**src/rtl/mem_prog_loader.sv**
```systemverilog
// mem_prog_loader: byte-stream front-end that programs the instruction and data
// memories, then releases the CPU from reset after a cool-off period.
//
// Stream framing: HDR, LEN_LO, LEN_HI, LEN payload bytes [, CSUM].
//   HDR 0xA5 loads inst memory from address 0.
//   HDR 0x5A loads data memory from address DMEM_BASE.
//   HDR 0xC3 starts the cool-off count, after which cpu_reset_ is released (RUN).
//   In RUN, 0x3C puts the CPU back into reset and returns to IDLE.
//
// Build option: define LOADER_CSUM_EN to require a trailing XOR checksum byte per
// load frame. The default build (macro undefined) has no checksum byte.
//
// Ports:
//   clk, reset            clock; asynchronous active-high reset
//   in_valid, in_data     stream byte and its valid
//   in_ready              loader can take a byte (independent of in_valid)
//   i_addr/i_wr_data/i_wr inst memory write port (1-cycle strobe)
//   d_addr/d_wr_data/d_wr data memory write port (1-cycle strobe)
//   cpu_reset_            active-low CPU reset, high only in RUN
//   busy                  frame or cool-off in progress
//   err                   sticky protocol error, cleared only by reset
module mem_prog_loader #(
    parameter int unsigned ADDR_W    = 12,
    parameter int unsigned DMEM_BASE = 8,
    parameter int unsigned MEM_LIMIT = 2048,
    parameter int unsigned COOLOFF   = 32
) (
    input  logic              clk,
    input  logic              reset,
    input  logic              in_valid,
    input  logic [7:0]        in_data,
    output logic              in_ready,
    output logic [ADDR_W-1:0] i_addr,
    output logic [7:0]        i_wr_data,
    output logic              i_wr,
    output logic [ADDR_W-1:0] d_addr,
    output logic [7:0]        d_wr_data,
    output logic              d_wr,
    output logic              cpu_reset_,
    output logic              busy,
    output logic              err
);

    // Sum width wide enough for start + 12-bit LEN without overflow.
    localparam int unsigned SUM_W = ((ADDR_W > 12) ? ADDR_W : 12) + 1;
    // Cool-off counter runs 0 .. COOLOFF-1.
    localparam int unsigned CNT_W = (COOLOFF > 1) ? $clog2(COOLOFF) : 1;

    localparam logic [7:0] HDR_INST = 8'hA5;
    localparam logic [7:0] HDR_DATA = 8'h5A;
    localparam logic [7:0] HDR_RUN  = 8'hC3;
    localparam logic [7:0] CMD_STOP = 8'h3C;

    typedef enum logic [2:0] {
        StIdle,
        StLenLo,
        StLenHi,
        StData,
        StCsum,
        StCooloff,
        StRun,
        StErr
    } state_t;

`ifdef LOADER_CSUM_EN
    localparam state_t AFTER_PAYLOAD = StCsum;
`else
    localparam state_t AFTER_PAYLOAD = StIdle;
`endif

    state_t            state_q, state_d;
    logic [7:0]        len_lo_q, len_lo_d;
    logic [11:0]       rem_q, rem_d;
    logic [ADDR_W-1:0] addr_q, addr_d;
    logic              sel_q, sel_d;      // 1 = data memory
    logic [CNT_W-1:0]  cnt_q, cnt_d;
`ifdef LOADER_CSUM_EN
    logic [7:0]        csum_q, csum_d;
`endif
    // One address/data register feeds both ports; only the strobes are separate.
    logic [ADDR_W-1:0] wr_addr_q, wr_addr_d;
    logic [7:0]        wr_data_q, wr_data_d;
    logic              i_wr_q, i_wr_d;
    logic              d_wr_q, d_wr_d;

    logic              ready_st;
    logic              accept;
    logic [11:0]       len_w;
    logic [ADDR_W-1:0] start_w;
    logic [SUM_W-1:0]  end_w;

    assign ready_st = !(state_q inside {StCooloff, StErr});
    // Masked by reset so nothing appears ready while reset is held.
    assign in_ready = ready_st & ~reset;
    assign accept   = in_valid & ready_st;

    assign len_w   = {in_data[3:0], len_lo_q};
    assign start_w = sel_q ? ADDR_W'(DMEM_BASE) : '0;
    assign end_w   = SUM_W'(start_w) + SUM_W'(len_w);

    always_comb begin
        state_d   = state_q;
        len_lo_d  = len_lo_q;
        rem_d     = rem_q;
        addr_d    = addr_q;
        sel_d     = sel_q;
        cnt_d     = cnt_q;
`ifdef LOADER_CSUM_EN
        csum_d    = csum_q;
`endif
        wr_addr_d = wr_addr_q;
        wr_data_d = wr_data_q;
        i_wr_d    = 1'b0;
        d_wr_d    = 1'b0;

        case (state_q)
            StIdle: begin
                if (accept) begin
                    case (in_data)
                        HDR_INST: begin
                            sel_d   = 1'b0;
                            state_d = StLenLo;
                        end
                        HDR_DATA: begin
                            sel_d   = 1'b1;
                            state_d = StLenLo;
                        end
                        HDR_RUN: begin
                            cnt_d   = '0;
                            state_d = StCooloff;
                        end
                        default: state_d = StErr;
                    endcase
`ifdef LOADER_CSUM_EN
                    csum_d = 8'h00;
`endif
                end
            end
            StLenLo: begin
                if (accept) begin
                    len_lo_d = in_data;
                    state_d  = StLenHi;
                end
            end
            StLenHi: begin
                if (accept) begin
                    addr_d = start_w;
                    rem_d  = len_w;
                    if (end_w > SUM_W'(MEM_LIMIT)) begin
                        state_d = StErr;
                    end else if (len_w == 12'd0) begin
                        state_d = AFTER_PAYLOAD;
                    end else begin
                        state_d = StData;
                    end
                end
            end
            StData: begin
                if (accept) begin
                    wr_addr_d = addr_q;
                    wr_data_d = in_data;
                    i_wr_d    = ~sel_q;
                    d_wr_d    = sel_q;
                    addr_d    = addr_q + ADDR_W'(1);
                    rem_d     = rem_q - 12'd1;
`ifdef LOADER_CSUM_EN
                    csum_d    = csum_q ^ in_data;
`endif
                    if (rem_q == 12'd1) begin
                        state_d = AFTER_PAYLOAD;
                    end
                end
            end
`ifdef LOADER_CSUM_EN
            StCsum: begin
                if (accept) begin
                    state_d = (in_data == csum_q) ? StIdle : StErr;
                end
            end
`endif
            StCooloff: begin
                cnt_d = cnt_q + CNT_W'(1);
                if (cnt_q == CNT_W'(COOLOFF - 1)) begin
                    state_d = StRun;
                end
            end
            StRun: begin
                if (accept) begin
                    if (in_data == CMD_STOP) begin
                        state_d = StIdle;
                    end else if (in_data == HDR_INST || in_data == HDR_DATA) begin
                        state_d = StErr;
                    end
                end
            end
            StErr:   state_d = StErr;
            default: state_d = StErr;
        endcase
    end

    always_ff @(posedge clk or posedge reset) begin
        if (reset) begin
            state_q   <= StIdle;
            len_lo_q  <= '0;
            rem_q     <= '0;
            addr_q    <= '0;
            sel_q     <= 1'b0;
            cnt_q     <= '0;
`ifdef LOADER_CSUM_EN
            csum_q    <= '0;
`endif
            wr_addr_q <= '0;
            wr_data_q <= '0;
            i_wr_q    <= 1'b0;
            d_wr_q    <= 1'b0;
        end else begin
            state_q   <= state_d;
            len_lo_q  <= len_lo_d;
            rem_q     <= rem_d;
            addr_q    <= addr_d;
            sel_q     <= sel_d;
            cnt_q     <= cnt_d;
`ifdef LOADER_CSUM_EN
            csum_q    <= csum_d;
`endif
            wr_addr_q <= wr_addr_d;
            wr_data_q <= wr_data_d;
            i_wr_q    <= i_wr_d;
            d_wr_q    <= d_wr_d;
        end
    end

    assign i_addr     = wr_addr_q;
    assign i_wr_data  = wr_data_q;
    assign i_wr       = i_wr_q;
    assign d_addr     = wr_addr_q;
    assign d_wr_data  = wr_data_q;
    assign d_wr       = d_wr_q;
    assign cpu_reset_ = (state_q == StRun);
    assign busy       = state_q inside {StLenLo, StLenHi, StData, StCsum, StCooloff};
    assign err        = (state_q == StErr);

endmodule

```
**config.mk**
```make
export PLATFORM = sky130hd
export DESIGN_NAME = mem_prog_loader
export DESIGN_NICKNAME = d
export VERILOG_FILES = /design/src/rtl/mem_prog_loader.sv
export SDC_FILE = /design/constraint.sdc
export NUM_CORES = 1
export LEC_CHECK = 0
export ABC_AREA = 1
export BUFFER_PORTS_ARGS = -buffer_cell sky130_fd_sc_hd__clkbuf_2
export CAP_MARGIN = 20
export CELL_PAD_IN_SITES_DETAIL_PLACEMENT = 0
export CELL_PAD_IN_SITES_GLOBAL_PLACEMENT = 1
export CORE_MARGIN = 8
export CORE_UTILIZATION = 45
export CTS_CLUSTER_DIAMETER = 60
export DETAILED_ROUTE_END_ITERATION = 7
export PLACE_DENSITY_LB_ADDON = 0.1
export SLEW_MARGIN = 20
export SYNTH_ARGS = -nofsm -noshare
export SYNTH_HDL_FRONTEND = slang
export SYNTH_SLANG_ARGS = --single-unit
```
**constraint.sdc**
```tcl
create_clock -name clk -period 2.7 [get_ports clk]
set_input_delay 0 -clock clk [delete_from_list [all_inputs] [get_ports clk]]
set_output_delay 0 -clock clk [all_outputs]
set_load 0.03 [all_outputs]
```
==> summary.txt, run 1 <==
Routing
  • WL per Instance: 14.4 um
  • DR vias: 3146
  • Initial DRC Count: 104
  • Drt via density: 5.03
  • Antenna-violating nets left: 0
  • DRC violations left: 0
  • Drt pass-1 iters: 4
  • Detailed Route WL: 9000 um

Placed design
  • RD Place Congestion: 0.899
  • Cells after DPL: 605
  • DP Wirelength: 6790 um
  • Port Buffer Count: 56
  • Placed Area: 3800 um2
  • Pre-CTS WS: 650 ps

Timing
  • Final period util: 76.9%
  • Final Hold Vio Count: 0
  • FMAX: 0.482 GHz
  • Fin Setup TNS: 0 ps
  • Hold WS: 55.7 ps
  • Final setup vio count: 0
  • Period minus WS final: 2080 ps
  • RSZ-0062 raised after global routing: false
  • Setup WS post-layout: 623 ps
  • Layout Skew: 12.8 ps
  • Worst Max-Slew Pin Slew: 735 ps
  • Max Slew Vio Count: 0
  • Max-Slew Margin vs Limit: 50.9%

Floorplan
  • Die Ht: 105 um
  • Core area: 7730 um2
  • Die area: 11100 um2
  • Chip width: 105 um
  • Site Rows: 32
  • Initial Util: 46.6%
  • I/O pins: 57

Setup path
  • Critical path arrival: 2330 ps
  • Required @ worst endpoint: 2950 ps
  • Setup crit end kind: register
  • Worst-path maximum fanout: 28
  • Worst setup SP type: register
  • Type of the worst setup path: register to register

Synth
  • Yosys top cell area share: 43.8%
  • Area leader, netlist: dfrtp_1
  • Compound-Gate Fraction of Synth Area: 14.3%
  • Yosys Warn Count: 0
  • Synthesized Nets: 494
  • Xor/xnor share of the synthesized area: 0.972%
  • Seq cells post-synth: 63
  • Largest family of logic cells by synthesized area: simple AND/OR/NAND/NOR gates
  • Adder-cell area share of the yosys netlist: 2.43%
  • Fraction of the mapped netlist area in simple logic gates: 25.3%
  • Ranking of synthesized cells by area: dfrtp_1 (44%), nand2_1 (13%), o21ai_0 (6.3%)
  • Mux cell area share after synthesis: 0%
  • Cell count after synthesis: 476
  • Syn Area/Cell: 7.57 um2
  • Sequential fraction of the synthesis area: 43.7%
  • Yosys cell types: 35
  • Synth Cell Area: 3600 um2

GRT
  • Gr busiest metal: met2
  • Remaining global-route overflow: 0
  • Global routing usage on met1: 20.6%
  • Pin count of the biggest net entering global routing: 33
  • GR Util met3: 4.26%
  • First-pass GRT wire length: 15200 um
  • Initial antenna violation count: 0
  • GRT Overall Usage: 16.9%
  • GR Layer Usage met2: 27.6%
  • Vias in the first global route: 3048

Clocking
  • CTS buffer count: 9
  • Cts repair resizes: 0
  • CTS max path bufs: 2
  • CTS tree: done
  • H-tree levels: 3
  • Hold buffers post-CTS: 5
  • CTS Sinks: 63
  • Post-CTS Setup Inserts: 0
  • Clock slew at reported path FFs: 80 ps
  • Root buffer cell: clkbuf_8
  • Worst-Skew Late Latency: 350 ps

Power and ir drop
  • Maximum VDD drop: 673 uV
  • Psw: 2.20 mW
  • Combinational Power Share: 44.8%
  • Sequential share of power: 35.0%
  • Clk network pwr share: 20.2%
  • Sw Share: 47.5%
  • Total power draw: 4.62 mW
  • Pwr dens: 1140 nW/um2
  • Lkg Pwr: 2.09 nW
  • Internal power: 2.43 mW

Min path
  • HP Class: input port to register

Layout
  • Number of fillers in the final layout: 817
  • # diodes: 0
  • Finished Core Util: 52.7%
  • Layout Cells excl Fill: 626
  • Share of cells above drive strength 1: 18.3%
  • P&R area growth vs syn: 12.9%
  • Nets: 537
  • Final instance area: 4070 um2

Flow run
  • Maxcap violations: 0

Outcome
  • Status: finished, final reports clean
[cells in the final DEF, fill, tap and decap left out, types with 2 or more instances in the layout]
| cell | instances |
|---|---|
| a21oi_1 | 23 |
| a22o_1 | 2 |
| buf_4 | 4 |
| bufinv_16 | 2 |
| clkbuf_2 | 56 |
| clkbuf_8 | 9 |
| clkinv_4 | 2 |
| clkinvlp_4 | 2 |
| dfrtp_1 | 63 |
| dlygate4sd3_1 | 5 |
| ha_1 | 7 |
| inv_1 | 54 |
| inv_2 | 5 |
| nand2_1 | 122 |
| nand2_2 | 2 |
| nand3_1 | 18 |
| nand3_2 | 4 |
| nand4_1 | 4 |
| nor2_1 | 46 |
| nor2_2 | 3 |
| nor2_4 | 2 |
| nor3_1 | 9 |
| o211ai_1 | 2 |
| o21ai_0 | 45 |
| o21ai_1 | 14 |
| o22ai_1 | 4 |
| xor2_1 | 3 |
[flip-flops by register name (all words and copies together), names as in the netlist]
signal and cells:
addr_q 12, cnt_q 5, d_addr 12, d_wr 1
d_wr_data 8, i_wr 1, len_lo_q 8, rem_q 12
sel_q 1, state_q 3
[power groups by stage]
stage | logic (mW) | registers, mW | clock network [mW]
after floorplan | 1.56 | 1.75 | 0
after global placement | 2.07 | 1.62 | 0
after detailed placement | 2.08 | 1.63 | 0
after CTS | 2.09 | 1.62 | 0.951
after global routing | 2.34 | 1.67 | 0.991
final | 2.07 | 1.62 | 0.933
[kinds of logic after synthesis]
logic type,after synthesis
AOI/OAI and AO/OA,95
xor gates and xnor gates,4
adders and majority gates,7
buffers and inverters,94
DFF,63
and+or+nand+nor,213
[area by class of cell]
type | instances | area (um2) | area share, %
clock inverter | 7 | 97.6 | 2.40
timing repair buffer | 65 | 360 | 8.86
clock buffer | 9 | 124 | 3.04
tap | 102 | 128 | 3.14
multi-input combinational | 319 | 1550 | 38.1
sequential | 63 | 1580 | 38.7
inverter | 61 | 231 | 5.69
[per-layer routing]
layer,part of all wire [%],up-vias
met4,2.4,0
met1,46,1452
met5,0,-
met2,47,76
li1,-,1601
met3,4.8,17
[synthesized netlist by cell type (all sizes together)]
master,instances
nand3,22
xor2,3
xnor2,1
clkbuf,1
nand2,124
nor2,51
dfrtp,63
o21ai,59
or3,1
a22o,2
a31oi,1
a21oi,23
nand4,4
o22ai,4
o31ai,1
clkinv,1
inv,60
nor3,10
ha,7
o32ai,2
or2,1
o211ai,2
buf,32
o2111ai,1
[critical path, stage by stage (launching register included)]
cell	delay, ps
dfrtp_1	570
inv_2	190
nor2_4	320
nand2_2	320
buf_4	330
o31ai_1	250
[path summary, 6_finish.rpt]
path                                    from           end  slack, ps  cells past startpoint
worst max-delay path              state_q[0]     addr_q[8]        620                      5
worst min-delay path              in_data[1]  d_wr_data[1]         60                      3
worst max register to register    state_q[0]     addr_q[8]        620                      5
worst min register to register  d_wr_data[1]  d_wr_data[1]        510                      2
max in group asynchronous              reset     addr_q[7]       1640                      4
min in group asynchronous              reset      rem_q[7]        310                      3
No activity file was read; power rests on OpenSTA's default activity.
==> inputs of run 2 (changes only) <==
ABC_AREA = 0   (was 1)
CORE_UTILIZATION = 39   (was 45)
clock period = 1.7 ns   (was 2.7 ns; I/O delays follow)
==> summary.txt, run 2 <==
Outcome
  • Status: complete, but fails checks
  • Violated checks: setup timing

Synth
  • Seq cells post-synth: 63 (unchanged)
  • Commonest cells in the netlist: dfrtp_1 (63), nand2_1 (28), mux2_1 (27)
  • Cell count after synthesis: 337 (-29%)
  • Yosys top cell area share: 46.4% (+2.6 points)
  • Area leader, netlist: dfrtp_1
  • Sequential fraction of the synthesis area: 46.4% (+2.6 points)
  • Yosys Warn Count: 0 (unchanged)
  • Ranking of synthesized cells by area: dfrtp_1 (46%), mux2_1 (8.9%), buf_4 (4.4%)
  • Ys async rst share: 100% (unchanged)
  • Syn Area/Cell: 10.1 um2 (+33%)
  • Most used DFF post-synth: dfrtp_1
  • Synth Cell Area: 3400 um2 (-5.6%)
  • Yosys cell types: 55 (+57%)
  • Post-synth EDFFs: 0 (unchanged)
  • Top-count cell post-synth: dfrtp_1
  • Synthesized Nets: 355 (-28%)

Clocking
  • Clock slew at reported path FFs: 70 ps (about the same)
  • H-tree levels: 3 (unchanged)
  • Worst-Skew Late Latency: 350 ps (about the same)
  • CTS Sinks: 63 (unchanged)
  • CTS max path bufs: 2 (unchanged)
  • Root buffer cell: clkbuf_8
  • CTS buffer count: 9 (unchanged)
  • CTS tree: done

Floorplan
  • I/O pins: 57 (unchanged)
  • Chip width: 109 um (+3.7%)
  • Core area: 8590 um2 (+11%)
  • Initial Util: 39.6% (-7.1 points)
  • Die area: 12000 um2 (+7.5%)
  • Die Ht: 109 um (+3.7%)
  • Site Rows: 34 (+6.3%)

GRT
  • Initial antenna violation count: 0 (unchanged)
  • GRT Overall Usage: 15.0% (-1.9 points)
  • Vias in the first global route: 2751 (-9.7%)
  • Pin count of the biggest net entering global routing: 36 (+9.1%)
  • Remaining global-route overflow: 0 (unchanged)
  • First-pass GRT wire length: 13800 um (-9.0%)

Setup path
  • Required @ worst endpoint: 1910 ps (-1040 ps)
  • R2R depth: 7 (+2)
  • Buf/Inv on CP: 1 (-1)
  • Crit path max-delay family: simple AND/OR/NAND/NOR gates
  • Setup crit end kind: register
  • Worst setup path end: state_q[2]
  • CP Launch Point: rem_q[1]
  • CP cell instances: inv_2 > ha_4 > nor4b_4 > a31oi_2 > or3_4 > a311oi_2 > a31oi_1
  • Critical path arrival: 1950 ps (-380 ps)
  • Max incr delay on CP: 390 ps (-180 ps)
  • Cell with the largest stage delay on the worst path: dfrtp_1
  • Worst setup SP type: register
  • Crit Reg-Reg Endpoint: state_q[2]
  • Worst-path maximum fanout: 5 (-82%)
  • R2R Path Start: rem_q[1]
  • Type of the worst setup path: register to register
  • Stages on worst setup path: 7 (+2)
  • Reg2Reg Setup Slack: -30 ps (-660 ps)

Timing
  • Period minus WS final: 1730 ps (-342 ps)
  • Fin Setup TNS: -61.5 ps (-61.5 ps)
  • Hold WS: 0.0391 ps (-55.7 ps)
  • Final setup vio count: 2 (+2)
  • Setup WS post-layout: -34.3 ps (-658 ps)
  • Worst Max-Slew Pin Slew: 456 ps (-279 ps)
  • Final period util: 102% (+25 points)
  • RSZ-0062 raised after global routing: true
  • Max-Slew Margin vs Limit: 69.5% (+19 points)
  • Final Hold Vio Count: 0 (unchanged)
  • FMAX: 0.577 GHz (+20%)
  • Max Slew Vio Count: 0 (unchanged)
  • Layout Skew: 11.7 ps (-1.07 ps)

Min path
  • HP Class: input port to register

Routing
  • DRC violations left: 0 (unchanged)
  • DR vias: 2769 (-12%)
  • Antenna-violating nets left: 0 (unchanged)
  • Detailed Route WL: 8670 um (-3.7%)
  • Drt pass-1 iters: 4 (unchanged)
  • Initial DRC Count: 125 (+20%)
  • Drt via density: 5.25 (+4.6%)
  • WL per Instance: 16.4 um (+14%)

Layout
  • Final instance area: 4330 um2 (+6.4%)
  • Sequential cell area: 1580 um2 (about the same)
  • P&R area growth vs syn: 27.3%
  • Share of cells above drive strength 1: 32.5% (+14 points)
  • Area of the multi-input gates: 1690 um2 (+8.8%)
  • Nets: 432 (-20%)
  • Number of fillers in the final layout: 815 (-0.24%)
  • Leading cell type in the layout, fill and taps excluded: dfrtp_1
  • Most frequent cells in the layout: dfrtp_1 (62), clkbuf_2 (56), buf_4 (36)
  • # diodes: 0 (unchanged)

Flow run
  • Maxcap violations: 0 (unchanged)

Placed design
  • Placed Area: 3900 um2 (+2.6%)
  • Port Buffer Count: 56 (unchanged)
  • DP Wirelength: 6170 um (-9.2%)
  • RD Place Congestion: 0.774 (-14%)

Power and ir drop
  • Lkg Pwr: 2.01 nW (-3.8%)
  • Maximum VDD drop: 690 uV (+2.4%)
  • Pwr dens: 1770 nW/um2 (+56%)
## run 2: cell types whose count changed after synthesis, sizes merged, moves of 4 or more
cell    delta
mux2      +27
nand2b     +4
o21ai     -46
nand3b     +4
nand3      -5
mux2i      +4
and4bb     +4
nor2      -24
inv       -53
nand2     -96
nor3       +5
## run 2: worst register-to-register path, cell delays in order, from the launching register on
cell      delay [ps]
dfrtp_1          390
inv_2             80
ha_4             120
nor4b_4          200
a31oi_2          140
or3_4            380
a311oi_2         190
a31oi_1          100
## run 2: area by class of cell
type                    count  share of cell area (%)
clock buffers              13                    3.44
clock inverters             3                    2.08
inverters                   7                   0.607
multi-input cells         232                    39.0
flip-flops and latches     63                    36.5
well taps                 108                    3.12
repair buffers            101                    15.3
## run 2: metal layers
metal	share of wire, %	global-route usage, %	vias up	routed length, um
li1	-	-	1352	-
met4	1.2	4.92	0	106
met3	5.0	4.40	12	431
met1	47	19.3	1344	4060
met2	47	23.6	61	4060
met5	0	0	-	0
## run 2: cell families (layout without fill, tap and decap cells)
logic type / Yosys count / in the layout / share of synthesized area [%]
AOI/OAI and AO/OA: 65 / 65 / 12.0
xor gates and xnor gates: 10 / 10 / 2.58
adders and majority gates: 7 / 7 / 2.58
buffers and inverters: 42 / 124 / 7.32
DFF: 63 / 63 / 46.4
muxes: 31 / 31 / 10.1
and+or+nand+nor: 119 / 119 / 19.1
## run 2: how the worst min path moves through the flow
stage               start            to  slack, ps  depth (start not counted)
2_1_floorplan       reset      in_ready        110                          1
3_3_place_gp        reset     addr_q[0]          2                          2
3_5_place_dp        reset     addr_q[7]          7                          2
4_1_cts        in_data[0]  d_wr_data[0]          8                          2
5_1_grt        in_data[1]   len_lo_q[1]          1                          2
6_report       in_data[1]   len_lo_q[1]       0.04                          2
## run 2: power breakdown
part / switching (mW) / internal [mW] / leakage, nW
combinational: 2.14 / 1.43 / 1.10
sequential: 0.507 / 2.00 / 0.790
clock: 0.584 / 1.02 / 0.118
## run 2: stage by stage
stage / power (mW) / utilization [%] / setup WS (ps) / std cells
after floorplan: 4.80 / - / 0.737 / 337
after global placement: 5.84 / 45.3 / -32.7 / 503
after detailed placement: 5.86 / 45.3 / -70.2 / 503
after CTS: 7.56 / 49.2 / -92.8 / 526
after global routing: 8.20 / 50.4 / -96.8 / 527
final: 7.67 / 50.4 / -34.3 / 527
## run 2: timing repair
action / in CTS / in global routing
gates resized for setup: 3 / 21
hold buffers: 6 / 0
hold endpoints to repair: 48 / 0
buffers inserted: 1 / 1
pin swaps: 4 / 6
endpoints found under the setup margin: 3 / 13
==> inputs of run 3 (changes only) <==
CORE_UTILIZATION = 47   (was 39)
SLEW_MARGIN = not set   (was 20)
clock period = 2.1 ns   (was 1.7 ns; I/O delays follow)
==> summary.txt, run 3 (synthesis gave the netlist of run 2 again) <==
GRT
  • First-pass GRT wire length: 13000 um (-5.7%)
  • Remaining global-route overflow: 0 (unchanged)
  • Pin count of the biggest net entering global routing: 40 (+11%)
  • Initial antenna violation count: 0 (unchanged)
  • Vias in the first global route: 2592 (-5.8%)
  • GRT Overall Usage: 16.3% (+1.4 points)

Routing
  • DR vias: 2599 (-6.1%)
  • DRC violations left: 0 (unchanged)
  • Initial DRC Count: 117 (-6.4%)
  • Drt via density: 5.33 (+1.4%)
  • WL per Instance: 16.0 um (-2.8%)
  • Drt pass-1 iters: 4 (unchanged)
  • Antenna-violating nets left: 0 (unchanged)
  • Detailed Route WL: 7800 um (-10%)

Power and ir drop
  • Total power draw: 5.49 mW (-28%)
  • Lkg Pwr: 1.84 nW (-8.6%)
  • Pwr dens: 1400 nW/um2 (-21%)
  • Maximum VDD drop: 927 uV (+34%)

Floorplan
  • Core area: 7140 um2 (-17%)
  • I/O pins: 57 (unchanged)
  • Die area: 10200 um2 (-15%)
  • Die Ht: 101 um (-7.6%)
  • Chip width: 101 um (-7.6%)
  • Initial Util: 47.7% (+8.1 points)
  • Site Rows: 31 (-8.8%)

Setup path
  • Type of the worst setup path: register to register
  • R2R depth: 7 (unchanged)
  • Critical path arrival: 2020 ps (+70 ps)
  • Worst-path maximum fanout: 5 (unchanged)
  • R2R Path Start: rem_q[1]
  • Crit Reg-Reg Endpoint: state_q[2]
  • Worst setup SP type: register
  • Required @ worst endpoint: 2310 ps (+400 ps)
  • Reg2Reg Setup Slack: 290 ps (+320 ps)
  • Setup crit end kind: register

Layout
  • Layout Cells excl Fill: 488 (-7.4%)
  • Leading cell type in the layout, fill and taps excluded: dfrtp_1
  • # diodes: 0 (unchanged)
  • Final instance area: 3930 um2 (-9.3%)
  • Share of cells above drive strength 1: 23.4% (-9.1 points)
  • Nets: 403 (-6.7%)
  • Area of the multi-input gates: 1580 um2 (-6.7%)
  • Finished Core Util: 55.0% (+4.6 points)
  • P&R area growth vs syn: 15.5%
  • Sequential cell area: 1580 um2 (about the same)
  • Most frequent cells in the layout: dfrtp_1 (63), clkbuf_2 (56), nand2_1 (28)
  • Number of fillers in the final layout: 679 (-17%)

Min path
  • HP Class: input port to register
  • Number of cells on the worst hold path: 2 (unchanged)
  • Worst hold endpoint: d_wr_data[0]
  • Hold Path Origin: in_data[0]

Clocking
  • CTS max path bufs: 2 (unchanged)
  • CTS Sinks: 63 (unchanged)
  • Clock slew at reported path FFs: 70 ps (about the same)
  • H-tree levels: 3 (unchanged)
  • Worst-Skew Late Latency: 340 ps (about the same)
  • CTS tree: done
  • CTS buffer count: 9 (unchanged)
  • Cts repair resizes: 0 (-3)
  • Root buffer cell: clkbuf_8

Placed design
  • DP Wirelength: 5680 um (-7.8%)
  • RD Place Congestion: 0.869 (+12%)
  • Placed Area: 3670 um2 (-5.8%)
  • Port Buffer Count: 56 (unchanged)
  • Cells after DPL: 467 (-7.2%)

Timing
  • Max-Slew Margin vs Limit: 61.3% (-8.2 points)
  • Final Hold Vio Count: 0 (unchanged)
  • Worst Max-Slew Pin Slew: 579 ps (+123 ps)
  • RSZ-0062 raised after global routing: false
  • Final period util: 86.2% (-16 points)
  • Period minus WS final: 1810 ps (+76.3 ps)
  • Final setup vio count: 0 (-2)
  • Fin Setup TNS: 0 ps (+61.5 ps)
  • Max Slew Vio Count: 0 (unchanged)
  • Layout Skew: 6.46 ps (-5.23 ps)
  • FMAX: 0.552 GHz (-4.2%)

Outcome
  • Status: finished, final reports clean

Flow run
  • Maxcap violations: 0 (unchanged)
run 3: changes by cell type in the layout (fill, tap and decap cells not counted), moves of 2 or more:
cell,delta
clkbuf_1,-3
bufinv_16,-2
a21oi_2,-2
a21oi_1,+2
ha_1,+3
nor3_1,+4
clkinvlp_4,+2
ha_4,-2
nor3_2,-4
buf_4,-27
run 3: per-layer routing:
layer	up-vias	share of wire, %	track usage (%)
met4	0	1.6	6.41
met2	62	45	25.3
met1	1234	48	20.9
met3	12	5.1	4.77
met5	-	0	0
li1	1291	-	-
run 3: cell type report:
cell class	count	area share, %
Sequential cell	63	40.2
Multi-Input combinational cell	232	40.1
Timing Repair Buffer	72	10.9
Clock buffer	10	3.51
Tap cell	99	3.15
Clock inverter	5	1.50
Inverter	7	0.669
run 3: what timing repair did:
| item | CTS | global route |
|---|---|---|
| endpoints found under the hold margin | 34 | 0 |
| buffers inserted | 0 | 0 |
| hold buffers | 6 | 0 |
run 3: worst max path at each step:
stage	start	cells past startpoint	to	slack, ps
floorplan	cnt_q[0]	6	state_q[0]	400
finish	rem_q[1]	7	state_q[2]	290
CTS	rem_q[1]	6	state_q[0]	280
global placement	rem_q[1]	6	state_q[0]	340
global route	state_q[1]	6	addr_q[11]	170
detailed placement	rem_q[1]	7	state_q[2]	300
run 3: stage by stage:
stage | hold slack (ps) | setup slack [ps]
3_3_place_gp | 110 | 341
5_1_grt | 17.3 | 173
4_1_cts | 3.20 | 279
2_1_floorplan | 110 | 401
6_report | 26.3 | 289
3_5_place_dp | 98.4 | 297
run 3: power breakdown:
group | internal (mW) | switching, mW
clock network | 0.573 | 0.471
logic | 0.858 | 1.46
registers | 1.61 | 0.515
total | 3.04 | 2.44
run 3: critical path, cell delays in order, from the launching register on:
cell      delay, ps
dfrtp_1         390
inv_1           100
ha_1            150
nor4b_2         190
a31oi_1         140
or3_4           370
a311oi_1        220
a31oi_1         120
